==> src/rtl/v_chunk_collect.sv <==
// Reassembles a chunked vector stream (WorkingRegs lanes per strobe) into one
// VecLength-element vector and holds it until the downstream stage acknowledges.
//
// state   | meaning
// FILLING | accepting chunks; in_ready high, out_vector not yet complete
// HOLDING | full vector presented; chunks are dropped until out_vector_ack
module v_chunk_collect #(
   parameter int VecLength   = 16,
   parameter int WorkingRegs = 4,
   parameter int NBits       = 8
) (
   input  logic                                clk_in,
   input  logic                                rst_in,
   input  logic                                in_chunk_valid,
   input  logic signed [WorkingRegs*NBits-1:0] in_chunk_data,
   output logic                                in_ready,
   output logic signed [VecLength*NBits-1:0]   out_vector,
   output logic                                out_vector_valid,
   input  logic                                out_vector_ack,
   output logic [$clog2(VecLength):0]          chunk_count,
   output logic                                drop_err
);

   localparam int CW = $clog2(VecLength) + 1;

   typedef enum logic {
      FILLING = 1'b0,
      HOLDING = 1'b1
   } state_t;

   state_t            state_q;
   logic [CW-1:0]     wr_idx_q;
   logic [CW-1:0]     wr_idx_d;
   logic [CW-1:0]     chunk_count_q;
   logic              drop_err_q;
   logic [NBits-1:0]  vec_q [VecLength];
   logic [NBits-1:0]  vec_d [VecLength];
   logic              accept;
   logic              last_chunk;

   assign in_ready   = (state_q == FILLING);
   assign accept     = in_chunk_valid && in_ready;
   assign last_chunk = (int'(wr_idx_q) + WorkingRegs >= VecLength);
   assign wr_idx_d   = last_chunk ? '0 : wr_idx_q + CW'(WorkingRegs);

   // Lane i lands on element wr_idx+i; lanes past the vector end match no element.
   always_comb begin
      vec_d = vec_q;
      for (int j = 0; j < VecLength; j++) begin
         for (int i = 0; i < WorkingRegs; i++) begin
            if (accept && (int'(wr_idx_q) + i == j)) begin
               vec_d[j] = in_chunk_data[i*NBits +: NBits];
            end
         end
      end
   end

   always_ff @(posedge clk_in) begin
      if (rst_in) begin
         state_q       <= FILLING;
         wr_idx_q      <= '0;
         chunk_count_q <= '0;
         drop_err_q    <= 1'b0;
         for (int j = 0; j < VecLength; j++) begin
            vec_q[j] <= '0;
         end
      end else begin
         vec_q <= vec_d;
         if (in_chunk_valid && !in_ready) begin
            drop_err_q <= 1'b1;
         end
         case (state_q)
            FILLING: begin
               if (in_chunk_valid) begin
                  chunk_count_q <= chunk_count_q + CW'(1);
                  wr_idx_q      <= wr_idx_d;
                  if (last_chunk) begin
                     state_q <= HOLDING;
                  end
               end
            end
            HOLDING: begin
               if (out_vector_ack) begin
                  state_q       <= FILLING;
                  chunk_count_q <= '0;
               end
            end
            default: state_q <= FILLING;
         endcase
      end
   end

   for (genvar g = 0; g < VecLength; g++) begin : g_flat
      assign out_vector[g*NBits +: NBits] = vec_q[g];
   end

   assign out_vector_valid = (state_q == HOLDING);
   assign chunk_count      = chunk_count_q;
   assign drop_err         = drop_err_q;

endmodule

==> config.mk <==
export PLATFORM = sky130hd
export DESIGN_NAME = v_chunk_collect
export DESIGN_NICKNAME = d
export VERILOG_FILES = /design/src/rtl/v_chunk_collect.sv
export SDC_FILE = /design/constraint.sdc
export NUM_CORES = 1
export LEC_CHECK = 0
export ABC_AREA = 1
export CORE_UTILIZATION = 41
export CTS_CLUSTER_DIAMETER = 100
export DETAILED_ROUTE_END_ITERATION = 16
export GPL_TIMING_DRIVEN = 0
export PLACE_DENSITY = 0.75
export SLEW_MARGIN = 20
export SYNTH_ARGS = -nofsm -noshare
export SYNTH_HDL_FRONTEND = slang
export SYNTH_SLANG_ARGS = --single-unit
==> constraint.sdc <==
create_clock -name clk_in -period 1.76 [get_ports clk_in]
set_input_delay 0.528 -clock clk_in [delete_from_list [all_inputs] [get_ports clk_in]]
set_output_delay 0.528 -clock clk_in [all_outputs]
set_load 0.05 [all_outputs]
-- Word-level counts from Yosys, hierarchy flattened
Cells that the tools add are included.
- register bits after elaboration: 140
- bits of input ports: 36
- output and inout port bits: 136
- logic and storage cells: 250
- add/subtract/negate cells: 6
- magnitude comparators: 1
- eq/ne operators: 62
- muxes and demuxes: 72
- bitwise gates (word level): 1
- reduce and logical (&&, ||, !) cells: 88
- operators with widths (kind ; count):
    32-bit by 5-bit equality test with 1-bit output (second input constant) ; 21
    8-bit 2-to-1 mux ; 64
    32-bit by 4-bit equality test with 1-bit output (second input constant) ; 12
    32-bit by 3-bit equality test with 1-bit output (second input constant) ; 6
    32-bit logical NOT ; 4
    32-bit by 2-bit equality test with 1-bit output (second input constant) ; 3
    1-bit logical AND ; 66
    4-bit nonzero test ; 16
    5-bit equality test (second input constant) ; 8
    5-bit by 4-bit equality test with 1-bit output (second input constant) ; 4
    6-bit by 4-bit equality test with 1-bit output (second input constant) ; 3
    5-bit 2-to-1 mux ; 3
    5-bit by 2-bit adder with 6-bit output (second input constant) ; 2
    5-bit by 3-bit equality test with 1-bit output (second input constant) ; 2
    5-bit case mux with 2 select lines ; 1
    5-bit by 1-bit adder with 6-bit output (second input constant) ; 1
    5-bit by 3-bit adder with 6-bit output (second input constant) ; 1
    6-bit by 5-bit greater-or-equal comparator with 1-bit output (second input constant) ; 1
    5-bit by 1-bit adder with 5-bit output (second input constant) ; 1
    5-bit by 3-bit adder with 5-bit output (second input constant) ; 1
    5-bit by 2-bit equality test with 1-bit output (second input constant) ; 1
    2-bit inequality test (second input constant) ; 2
    2-bit AND reduction ; 2
    1-bit 2-to-1 mux ; 3
    2 further kinds ; 2

-- Longest topological paths before layout
Gate-level depths: netlist of the first run.
- depth in word-level cells: 7
- depth in mapped cells: 10
- gate-level depth less buffers: 9

-- Worst setup path after synthesis of the first run
OpenSTA, ideal clock, no wires.
- path kind: register -> register
- from: register state_q, in the netlist out_vector_valid
- to: register vec_q, in the netlist out_vector[47]
- setup time: 0.116 ns
- arrival: 1.629 ns
- required time: 1.644 ns
- path slack: 0.014 ns
- cell stages (with the launch flop): 7
- path buffers: 1
- period minus slack after synthesis: 1.746 ns
- path through: dfxtp_1 > inv_2 > nand2_4 > nor2_4 > clkbuf_4 > o21ai_0 > nor2_1
- cells in the longest elaborated chain, start to end: 6
- elaborated cells between the ends (all ways): 10
- classes of those cells: mux: 3; bitwise: 1; reduce/logical: 6
- RTL lines (what ; RTL line ; text):
    start, declared ; 31 ; state_t state_q;
    start signal, assigned ; 60 ; state_q <= FILLING;
    start signal, assigned ; 78 ; state_q <= HOLDING;
    start signal, assigned ; 84 ; state_q <= FILLING;
    1-bit inverter (no line) (*) ; - ;
    named net in_ready ; 16 ; output logic in_ready,
    1-bit logical AND (*) ; 42 ; assign accept = in_chunk_valid && in_ready;
    1-bit logical AND ; 51 ; if (accept && (int'(wr_idx_q) + i == j)) begin
    8-bit 2-to-1 mux (3 in series) ; 51 ;
    end signal, assigned ; 68 ; vec_q <= vec_d;
    end, declared ; 36 ; logic [NBits-1:0] vec_q [VecLength];
Mark *: on every way through the listed nets, which the timed path passes. The rest lies on a longest branch.
A chain may end at the register's enable or synchronous reset.

-- Worst setup path in the final report of the first run
- from: register chunk_count_q[2], in the netlist chunk_count[2]
- to: output chunk_count[2]
- RTL lines (what ; RTL line ; text):
    start, declared ; 34 ; logic [CW-1:0] chunk_count_q;
    start signal, assigned ; 75 ; chunk_count_q <= chunk_count_q + CW'(1);
    end, declared ; 20 ; output logic [$clog2(VecLength):0] chunk_count,
No word-level cell between the ends.

==> impl_results.md, run 1 <==
* Status: finished, final reports clean
* Drt pass-1 iters at 5
* Worst Hold Path Cells at 2
* Type of the most critical hold path: flip-flop to flip-flop
* CTS H-tree lvls at 4
* Fmax at 580 MHz
* Initial antenna violation count at 0
* FP Rows at 41
* Largest net degree at the start of global routing at 17
* Crit path DAT at 1.19 ns
* Setup WS pre-CTS at -0.600 ns
* DIE HEIGHT at 116 um
* CTS Buf Count at 17
* Drt total wl at around 16 mm
* Clock latency on the worst-skew pair at 0.42 ns
* Pleak at 3.33 nW
* Critical R2R Capture: out_vector[122]
* Post-synth cell types at 28
* Fin nets at 910
* Clock Root Buffer: clkbuf_16
* Mapped Cells at a little under 700
* Max-cap violations at 0
* Global-route wire length before repair at 24.8 mm
* Placer Congestion at about 0.85
* Sink Count at 138
* WP buf/inv at 1
* CTS max path bufs at 2
* Number of top-level pins at 172
* Avg Synthesized Cell Area at between 7 and 8 um^2
* Syn_nets at 719
* Area Growth Syn to Fin at 52.1%
* WHS at 0.463 ns
* Via Count at 5161
* Worst R2R Path Depth at 10
* Hold path startpoint: out_vector[103]
* Final critical-path required period at between 1.5 and 2 ns
* Met3 global-route usage at 0.0649
* Fillers at 1123
* M2 GR Usage at 0.371
* CTS tree: yes
* Top cell family by delay on the critical path: flip-flops
* Critical path class: flip-flop to primary output
* Core region area at 12600 um^2
* Total GRT Usage at 0.247
* Part of the Yosys area used for sequential elements at 0.523
* Initial core utilization at 0.421
* PD cells at 1060 nW/um^2
* Diode count at 0
* Final core occ at 0.640
* Slowest stage delay, CP at about 0.39 ns
* #FFs+latches synth at 138
* Port Buffers at 171
* Crit. End Element: primary output
* DRC Markers at 0
* R2r startpoint: wr_idx_q[4]
* DRT antenna net count at 0
* Worst Skew at 0.00673 ns
* Tcrit/Tclk final at 0.979
* FF-to-FF setup slack at approximately 0.1 ns
* Die area at 13300 um^2
* Fraction of layout cells with a size suffix above 1 at 0.250
* Slew Limit Fails at 0
* Hold path endpoint: out_vector[103]
* Grt peak-use layer: met2
* Final worst slack at 0.0371 ns
* Vias in the first global route at 4664
* Worst EP required at 1.23 ns
* Setup violators final at 0
* Critical-path cell list: clkdlybuf4s18_2
* Slowest stage cell, crit path: dfxtp_1
* Hold Violations, Final at 0
* Max VDD drop at ~0.00062 V
* Wire per inst at 15.3 um
* Critical path startpoint category: flip-flop
* Cell Area, Synth at 5290 um^2
* Grt ovf at 0
* Via density at 4.91
* Clk pin slew, worst setup/hold paths at 0.06 ns
* Iter 0 DRT Violations at 298
* DP HPWL at 11.5 mm
* Warnings, synthesis at 0
* CP Max Fanout at 5
* Die W at 116 um
* Final TNS setup at 0 ns
* GR Layer Usage met1 at 0.329
state kept, by name, summed over array words and instances (netlist names):
| name | flops |
|---|---|
| wr_idx_q | 3 |
| chunk_count | 5 |
| drop_err | 1 |
| out_vector | 128 |
| out_vector_valid | 1 |
worst max-delay path by stage:
stage	start	slack [ns]	cells past startpoint	endpoint
6_report	chunk_count[2]	0.04	1	chunk_count[2]
5_1_grt	wr_idx_q[4]	-0.003	10	out_vector[123]
3_3_place_gp	rst_in	-0.59	6	out_vector[88]
4_1_cts	chunk_count[1]	0.006	1	chunk_count[1]
2_1_floorplan	out_vector_valid	0.01	6	out_vector[47]
3_5_place_dp	rst_in	-0.60	6	out_vector[19]
final cells by class:
cell class | instances | area, um^2 | share of cell area
clock inverter | 7 | 113 | 0.0140
multi-input combinational | 470 | 2150 | 0.268
clock buffer | 24 | 502 | 0.0624
timing repair buffer | 174 | 1880 | 0.234
buffer | 34 | 282 | 0.0350
inverter | 32 | 126 | 0.0157
sequential | 138 | 2770 | 0.344
tap | 172 | 215 | 0.0268
synth_stat cells:
library cell    n  area share
a211oi_2        1      0.0024
a21oi_1        23       0.022
buf_12          1      0.0038
buf_2           5      0.0047
buf_4           2      0.0028
buf_6          11       0.023
buf_8           1      0.0028
clkbuf_1       14      0.0099
clkbuf_4        2      0.0028
clkinv_1        1     0.00071
clkinv_2        1     0.00095
conb_1          1     0.00071
dfxtp_1       138        0.52
ha_1            7       0.017
inv_1          24       0.017
inv_2           6      0.0043
nand2_1        55       0.039
nand2_2         2      0.0024
nand2_4         1      0.0021
nand3_1        23       0.022
nand3_2         1      0.0019
nand3b_1        1      0.0014
nand4_1         2      0.0024
nor2_1        206        0.15
nor2_4          5       0.011
nor3_1         25       0.024
o21ai_0       100       0.095
o21ai_1        17       0.016
metrics by stage:
stage	cells	area, um^2	power, W
6_report	1051	8040	0.00851
5_1_grt	1051	8040	0.00881
4_1_cts	1051	8010	0.00854
3_5_place_dp	1019	7210	0.00492
3_3_place_gp	1019	7210	0.00491
2_1_floorplan	676	5290	0.00435
report_power, final:
part	total, W	leakage (nW)	internal [W]	switching, W
combinational	0.00145	1.91	0.000444	0.00101
sequential	0.00338	1.12	0.00329	0.0000896
clock	0.00368	0.302	0.00240	0.00128
timing repair:
| item | in CTS | in global routing |
|---|---|---|
| hold buffers | 0 | 0 |
| resized for setup | 427 | 18 |
| pin swaps | 0 | 3 |
| setup endpoints to repair | 209 | 47 |
| setup buffers | 2 | 1 |
per-layer routing:
metal  up-vias  share of wire
met2       185           0.45
met5         -              0
met3        31          0.066
li1       2581              -
met1      2364           0.46
met4         0          0.026
cells by family (layout without fill, tap and decap cells):
family / count (synthesis) / after routing / share of synthesized area
AOI/OAI and AO/OA: 141 / 141 / 0.135
other: 1 / 1 / 0.000710
and+or+nand+nor: 321 / 321 / 0.252
DFF: 138 / 138 / 0.523
adders and majority gates: 7 / 7 / 0.0166
buffers and inverters: 68 / 271 / 0.0734
cell usage in the layout, fill, tap and decap left out, types with 3 or more instances in the layout:
cell type	count
ha_1	5
nor2_1	204
clkinv_2	4
buf_2	7
buf_6	11
inv_1	24
clkdlybuf4s50_1	35
bufinv_16	3
clkbuf_1	8
nor3_1	25
o21ai_1	18
nand2_1	55
nor2_4	6
o21ai_0	99
clkbuf_4	6
buf_4	4
a21oi_1	23
nand3_1	23
clkdlybuf4s15_2	131
inv_2	6
clkbuf_8	5
clkbuf_16	17
dfxtp_1	136
clkbuf_2	4
Power figures use the tool's default switching activity.
==> run 2, diff against run 1 <==
==> constraint.sdc (replaced) <==
create_clock -name clk_in -period 1.5 [get_ports clk_in]
set_input_delay 0.45 -clock clk_in [delete_from_list [all_inputs] [get_ports clk_in]]
set_output_delay 0.45 -clock clk_in [all_outputs]
set_load 0.05 [all_outputs]
==> impl_results.md, run 2 (synthesized netlist as in run 1, its figures left out) <==
* Crit path from: out_vector_valid
* Fraction of layout cells with a size suffix above 1 at 0.288 (+0.0378)
* Die area at 13300 um^2 (unchanged)
* DRC Markers at 0 (unchanged)
* CTS H-tree lvls at 4 (unchanged)
* Sink Count at 138 (unchanged)
* Slew Limit Fails at 0 (unchanged)
* Max-cap violations at 0 (unchanged)
* Crit path DAT at 1.04 ns (-0.15 ns)
* Hold path startpoint: rst_in
* Global-route wire length before repair at 25.5 mm (+3.2%)
* Most frequent cells in the layout: nor2_1, dfxtp_1, o21ai_0, buf_2, clkbuf_4
* FP Rows at 41 (unchanged)
* Largest net degree at the start of global routing at 17 (unchanged)
* DIE HEIGHT at 116 um (unchanged)
* DRT antenna net count at 0 (unchanged)
* Pleak at 3.62 nW (+8.7%)
* PD cells at 1270 nW/um^2 (+20%)
* Final critical-path required period at ~1.5 ns
* Slowest stage cell, crit path: dfxtp_4
* Drt pass-1 iters at 5 (unchanged)
* Max reg flops at 128 (unchanged)
* Vias in the first global route at 4643 (-0.45%)
* Final core occ at 0.609 (-0.0310)
* CTS max path bufs at 2 (unchanged)
* Hold Violations, Final at 0 (unchanged)
* Total GRT Usage at 0.256 (+0.00886)
* Initial antenna violation count at 0 (unchanged)
* R2r startpoint: wr_idx_q[4]
* Initial core utilization at 0.421 (unchanged)
* Total Power at 0.00974 W (+14%)
* Commonest non-fill, non-tap cell in the layout: nor2_1
* CTS Buf Count at 17 (unchanged)
* Status: finished, final reports clean
* Number of top-level pins at 172 (unchanged)
* Wire per inst at 15.8 um (+3.7%)
* Crit. End Element: primary output
* Worst Skew at 0.00617 ns (-0.000561 ns)
* Post-cts hold buffer count at 0 (unchanged)
* Clock Root Buffer: clkbuf_16
* Tcrit/Tclk final at 0.996
* Fin nets at 922 (+1.3%)
* Area Growth Syn to Fin at 44.7%
* CP Max Fanout at 5 (unchanged)
* Worst EP required at 1.05 ns (-0.18 ns)
* Placed insts at 1019 (unchanged)
* Drt total wl at 16.8 mm (+5.0%)
* Placer Congestion at 0.842 (-1.1%)
* DP HPWL at 11.5 mm (+0.32%)
* CTS tree: yes
* Die W at 116 um (unchanged)
* RSZ-0062 raised after global routing: true
* Grt ovf at 0 (unchanged)
* Fillers at 1174 (+4.5%)
* Via Count at 5306 (+2.8%)
* Iter 0 DRT Violations at 315 (+5.7%)
* Slowest stage delay, CP at 0.38 ns (about the same)
* Port Buffers at 171 (unchanged)
* Max VDD drop at 0.000841 V (+36%)
* Clk pin slew, worst setup/hold paths at 0.06 ns (about the same)
* Clock latency on the worst-skew pair at 0.42 ns (about the same)
* Critical-path cell list: inv_4 > buf_8
* Diode count at 0 (unchanged)
* Type of the most critical hold path: primary input to flip-flop
* Critical path class: flip-flop to primary output
* Fmax at roughly 670 MHz
* Critical path startpoint category: flip-flop
* Core region area at 12600 um^2 (unchanged)
* Via density at 4.99 (+1.6%)
* Setup violators final at 0 (unchanged)
* Cell Count, Final, Fillers Out at 1064 (+1.2%)
-- run 2: changes by cell type in the layout (fill, tap and decap cells not counted), sizes merged --
cell / change
dlymetal6s2s: +1
clkinvlp: +3
clkdlybuf4s50: -2
clkdlybuf4s15: -131
dlygate4sd2: +1
clkbuf: +53
bufinv: -2
buf: +89
clkdlybuf4s18: -1
clkinv: +2
-- run 2: per-stage QoR --
step | setup WS, ns | hold slack (ns) | instance area (um^2) | TNS, ns
floorplan | 0.00120 | 0.495 | 5310 | 0
detailed placement | -0.726 | 0.455 | 7240 | -81.67
global placement | -0.659 | 0.449 | 7240 | -79.97
finish | 0.00666 | 0.365 | 7650 | 0
global route | -0.0389 | 0.360 | 7650 | -0.297
CTS | 0.000357 | 0.462 | 7310 | 0
-- run 2: layout make-up --
class	instances	area [um^2]	area share
clock inverters	10	92.6	0.0121
flip-flops and latches	138	2770	0.363
multi-input cells	470	2220	0.291
plain buffers	33	292	0.0381
clock buffers	22	484	0.0633
well taps	172	215	0.0281
repair buffers	187	1430	0.186
inverters	32	143	0.0186
-- run 2: critical path, delay by kind of cell (launching register included) --
| family | cells | cell delay (ns) |
|---|---|---|
| flip-flops | 1 | 0.38 |
| buffers and inverters | 2 | 0.24 |
-- run 2: final timing paths --
| path | endpoint | slack, ns | depth (start not counted) |
|---|---|---|---|
| worst max-delay path | in_ready | 0.007 | 2 |
| worst min-delay path | wr_idx_q[2] | 0.37 | 2 |
| worst max register to register | out_vector[17] | 0.02 | 8 |
| worst min register to register | out_vector[99] | 0.46 | 2 |
-- run 2: repair_timing --
item                       in CTS  in global routing
setup endpoints to repair     256                173
hold endpoints to repair        0                  0
gates cloned                    1                  1
pin swaps                       4                  9
gates resized for setup       738                104
setup buffers                   2                 12
-- run 2: where the power goes --
| group | total [W] | internal [W] | switching, W |
|---|---|---|---|
| combinational | 0.00171 | 0.000502 | 0.00121 |
| clock | 0.00406 | 0.00245 | 0.00161 |
| sequential | 0.00396 | 0.00386 | 0.000108 |
| total | 0.00974 | 0.00681 | 0.00293 |
-- run 2: routing by layer --
metal,share of wire,up-vias,global-route usage
met2,0.46,168,0.391
li1,-,2625,-
met1,0.46,2489,0.337
met5,0,-,0
met4,0.021,0,0.121
met3,0.054,24,0.0675
==> run 3, diff against run 2 <==
==> constraint.sdc (replaced) <==
create_clock -name clk_in -period 1.35 [get_ports clk_in]
set_input_delay 0.405 -clock clk_in [delete_from_list [all_inputs] [get_ports clk_in]]
set_output_delay 0.405 -clock clk_in [all_outputs]
set_load 0.05 [all_outputs]
==> impl_results.md, run 3 (synthesized netlist as in run 1, its figures left out) <==
* Hold path startpoint: rst_in
* Core region area at 12600 um^2 (unchanged)
* RSZ-0062 raised after global routing: true
* Via density at 5.11 (+2.4%)
* Drt pass-1 iters at 5 (unchanged)
* Die area at 13300 um^2 (unchanged)
* DP HPWL at 11.5 mm (-0.41%)
* Final critical-path required period at 1.49 ns
* PD cells at 1260 nW/um^2 (-0.70%)
* Sink Count at 138 (unchanged)
* Crit path DAT at 1.83 ns (+0.79 ns)
* Setup WS pre-CTS at -0.881 ns (-0.154 ns)
* DRC Markers at 0 (unchanged)
* Total GRT Usage at 0.261 (+0.00532)
* FF-to-FF setup slack at -0.14 ns (-0.16 ns)
* Tcrit/Tclk final at 1.11
* Slew Limit Fails at 0 (unchanged)
* Most frequent cells in the layout: nor2_1, dfxtp_2, buf_6, o21ai_0, buf_8
* Vias in the first global route at 5015 (+8.0%)
* Slew headroom at 0.637
* Pleak at 4.10 nW (+13%)
* Critical R2R Capture: out_vector[112]
* Failing checks: setup timing
* Initial core utilization at 0.421 (unchanged)
* Hold Violations, Final at 0 (unchanged)
* Status: finished, violations left
* CTS tree: yes
* Commonest non-fill, non-tap cell in the layout: nor2_1
* Clock latency on the worst-skew pair at 0.43 ns (about the same)
* FP Rows at 41 (unchanged)
* CTS Buf Count at 17 (unchanged)
* Multi-input gate area at 2610 um^2 (+17%)
* CTS H-tree lvls at 4 (unchanged)
* Worst Skew at 0.00784 ns (+0.00167 ns)
* DIE HEIGHT at 116 um (unchanged)
* Critical path class: flip-flop to flip-flop
* Reg area at 2960 um^2 (+6.7%)
* Type of the most critical hold path: primary input to flip-flop
* Fraction of layout cells with a size suffix above 1 at 0.544 (+0.256)
* Cell Count, Final, Fillers Out at 1087 (+2.2%)
* Fin nets at 945 (+2.5%)
* Clock Root Buffer: clkbuf_16
* Number of top-level pins at 172 (unchanged)
* Drt total wl at 18.3 mm (+8.6%)
* Iter 0 DRT Violations at 364 (+16%)
* Worst R2R Path Depth at 9 (+1)
* Initial antenna violation count at 0 (unchanged)
* Placer Congestion at 0.818 (-2.9%)
* Placed insts at 1019 (unchanged)
* Port Buffers at 171 (unchanged)
* Hold path endpoint: wr_idx_q[2]
* Max-cap violations at 0 (unchanged)
* CTS max path bufs at 2 (unchanged)
* Worst EP required at 1.69 ns (+0.64 ns)
* Worst-margin pin slew at 0.544 ns
* Diode count at 0 (unchanged)
* Clk pin slew, worst setup/hold paths at 0.06 ns (about the same)
* Worst Hold Path Cells at 2 (unchanged)
* Fmax at 669 MHz
* CP Max Fanout at 5 (unchanged)
* Fillers at 829 (-29%)
* Wire per inst at 16.8 um (+6.3%)
* Crit path from: wr_idx_q[4]
* Via Count at 5550 (+4.6%)
* Critical path startpoint category: flip-flop
* Post-route cell area at 9420 um^2 (+23%)
* Max reg flops at 128 (unchanged)
* Final worst slack at -0.144 ns (-0.151 ns)
* Area Growth Syn to Fin at 78.2%
* Grt ovf at 0 (unchanged)
* DRT antenna net count at 0 (unchanged)
* R2r startpoint: wr_idx_q[4]
* Largest net degree at the start of global routing at 17 (unchanged)
* Max VDD drop at 0.00107 V (+28%)
* Final core occ at 0.749 (+0.141)
* Crit. End Element: flip-flop
* Global-route wire length before repair at 26.3 mm (+3.1%)
* Post-cts hold buffer count at 0 (unchanged)
* Post-DP Area at 7270 um^2 (+0.48%)
* Setup violators final at 92 (+92)
* Die W at 116 um (unchanged)
-- run 3: how the worst max path moves through the flow --
stage	to	cells after the start
after floorplan	out_vector[106]	10
after global placement	out_vector[20]	6
after detailed placement	out_vector[20]	6
after CTS	in_ready	2
after global routing	out_vector[40]	8
final	out_vector[112]	9
-- run 3: worst max-delay path, cell delays in order, from the launching register on --
cell and delay [ns]:
dfxtp_4 0.36, clkinv_4 0.06, ha_4 0.27, nand2_4 0.09, inv_6 0.04, nand2_8 0.08, buf_8 0.14, buf_8 0.12
o21ai_2 0.05, nor2_1 0.17
-- run 3: stage by stage --
stage	power, W	hold WS, ns	setup TNS [ns]
2_1_floorplan	0.00568	0.467	-6.22
3_3_place_gp	0.00640	0.449	-114.12
3_5_place_dp	0.00642	0.455	-115.62
4_1_cts	0.0116	0.469	-0.635
5_1_grt	0.0123	0.306	-10.28
6_report	0.0119	0.308	-3.63
-- run 3: layer usage --
layer	GRT usage	vias up	wire length, um
met4	0.116	0	527
li1	-	2661	-
met2	0.411	215	8810
met5	0	-	0
met1	0.336	2632	7760
met3	0.0706	42	1180
-- run 3: area by class of cell --
| cell class | count | share of cell area |
|---|---|---|
| multi-input cells | 470 | 0.277 |
| clock inverters | 9 | 0.0142 |
| well taps | 172 | 0.0228 |
| plain buffers | 34 | 0.0404 |
| clock buffers | 23 | 0.0541 |
| repair buffers | 209 | 0.260 |
| flip-flops and latches | 138 | 0.314 |
| inverters | 32 | 0.0175 |
-- run 3: power by group --
group	internal (W)	total (W)	leakage [nW]	switching (W)
clock	0.00321	0.00502	0.303	0.00181
combinational	0.000915	0.00239	2.61	0.00147
sequential	0.00432	0.00450	1.19	0.000184
total	0.00844	0.0119	4.10	0.00347
-- run 3: timing repair --
action,CTS,global route
pin swaps,9,26
gates resized for setup,1148,219
gates cloned,1,3
buffers inserted,16,19
setup endpoints to repair,268,185
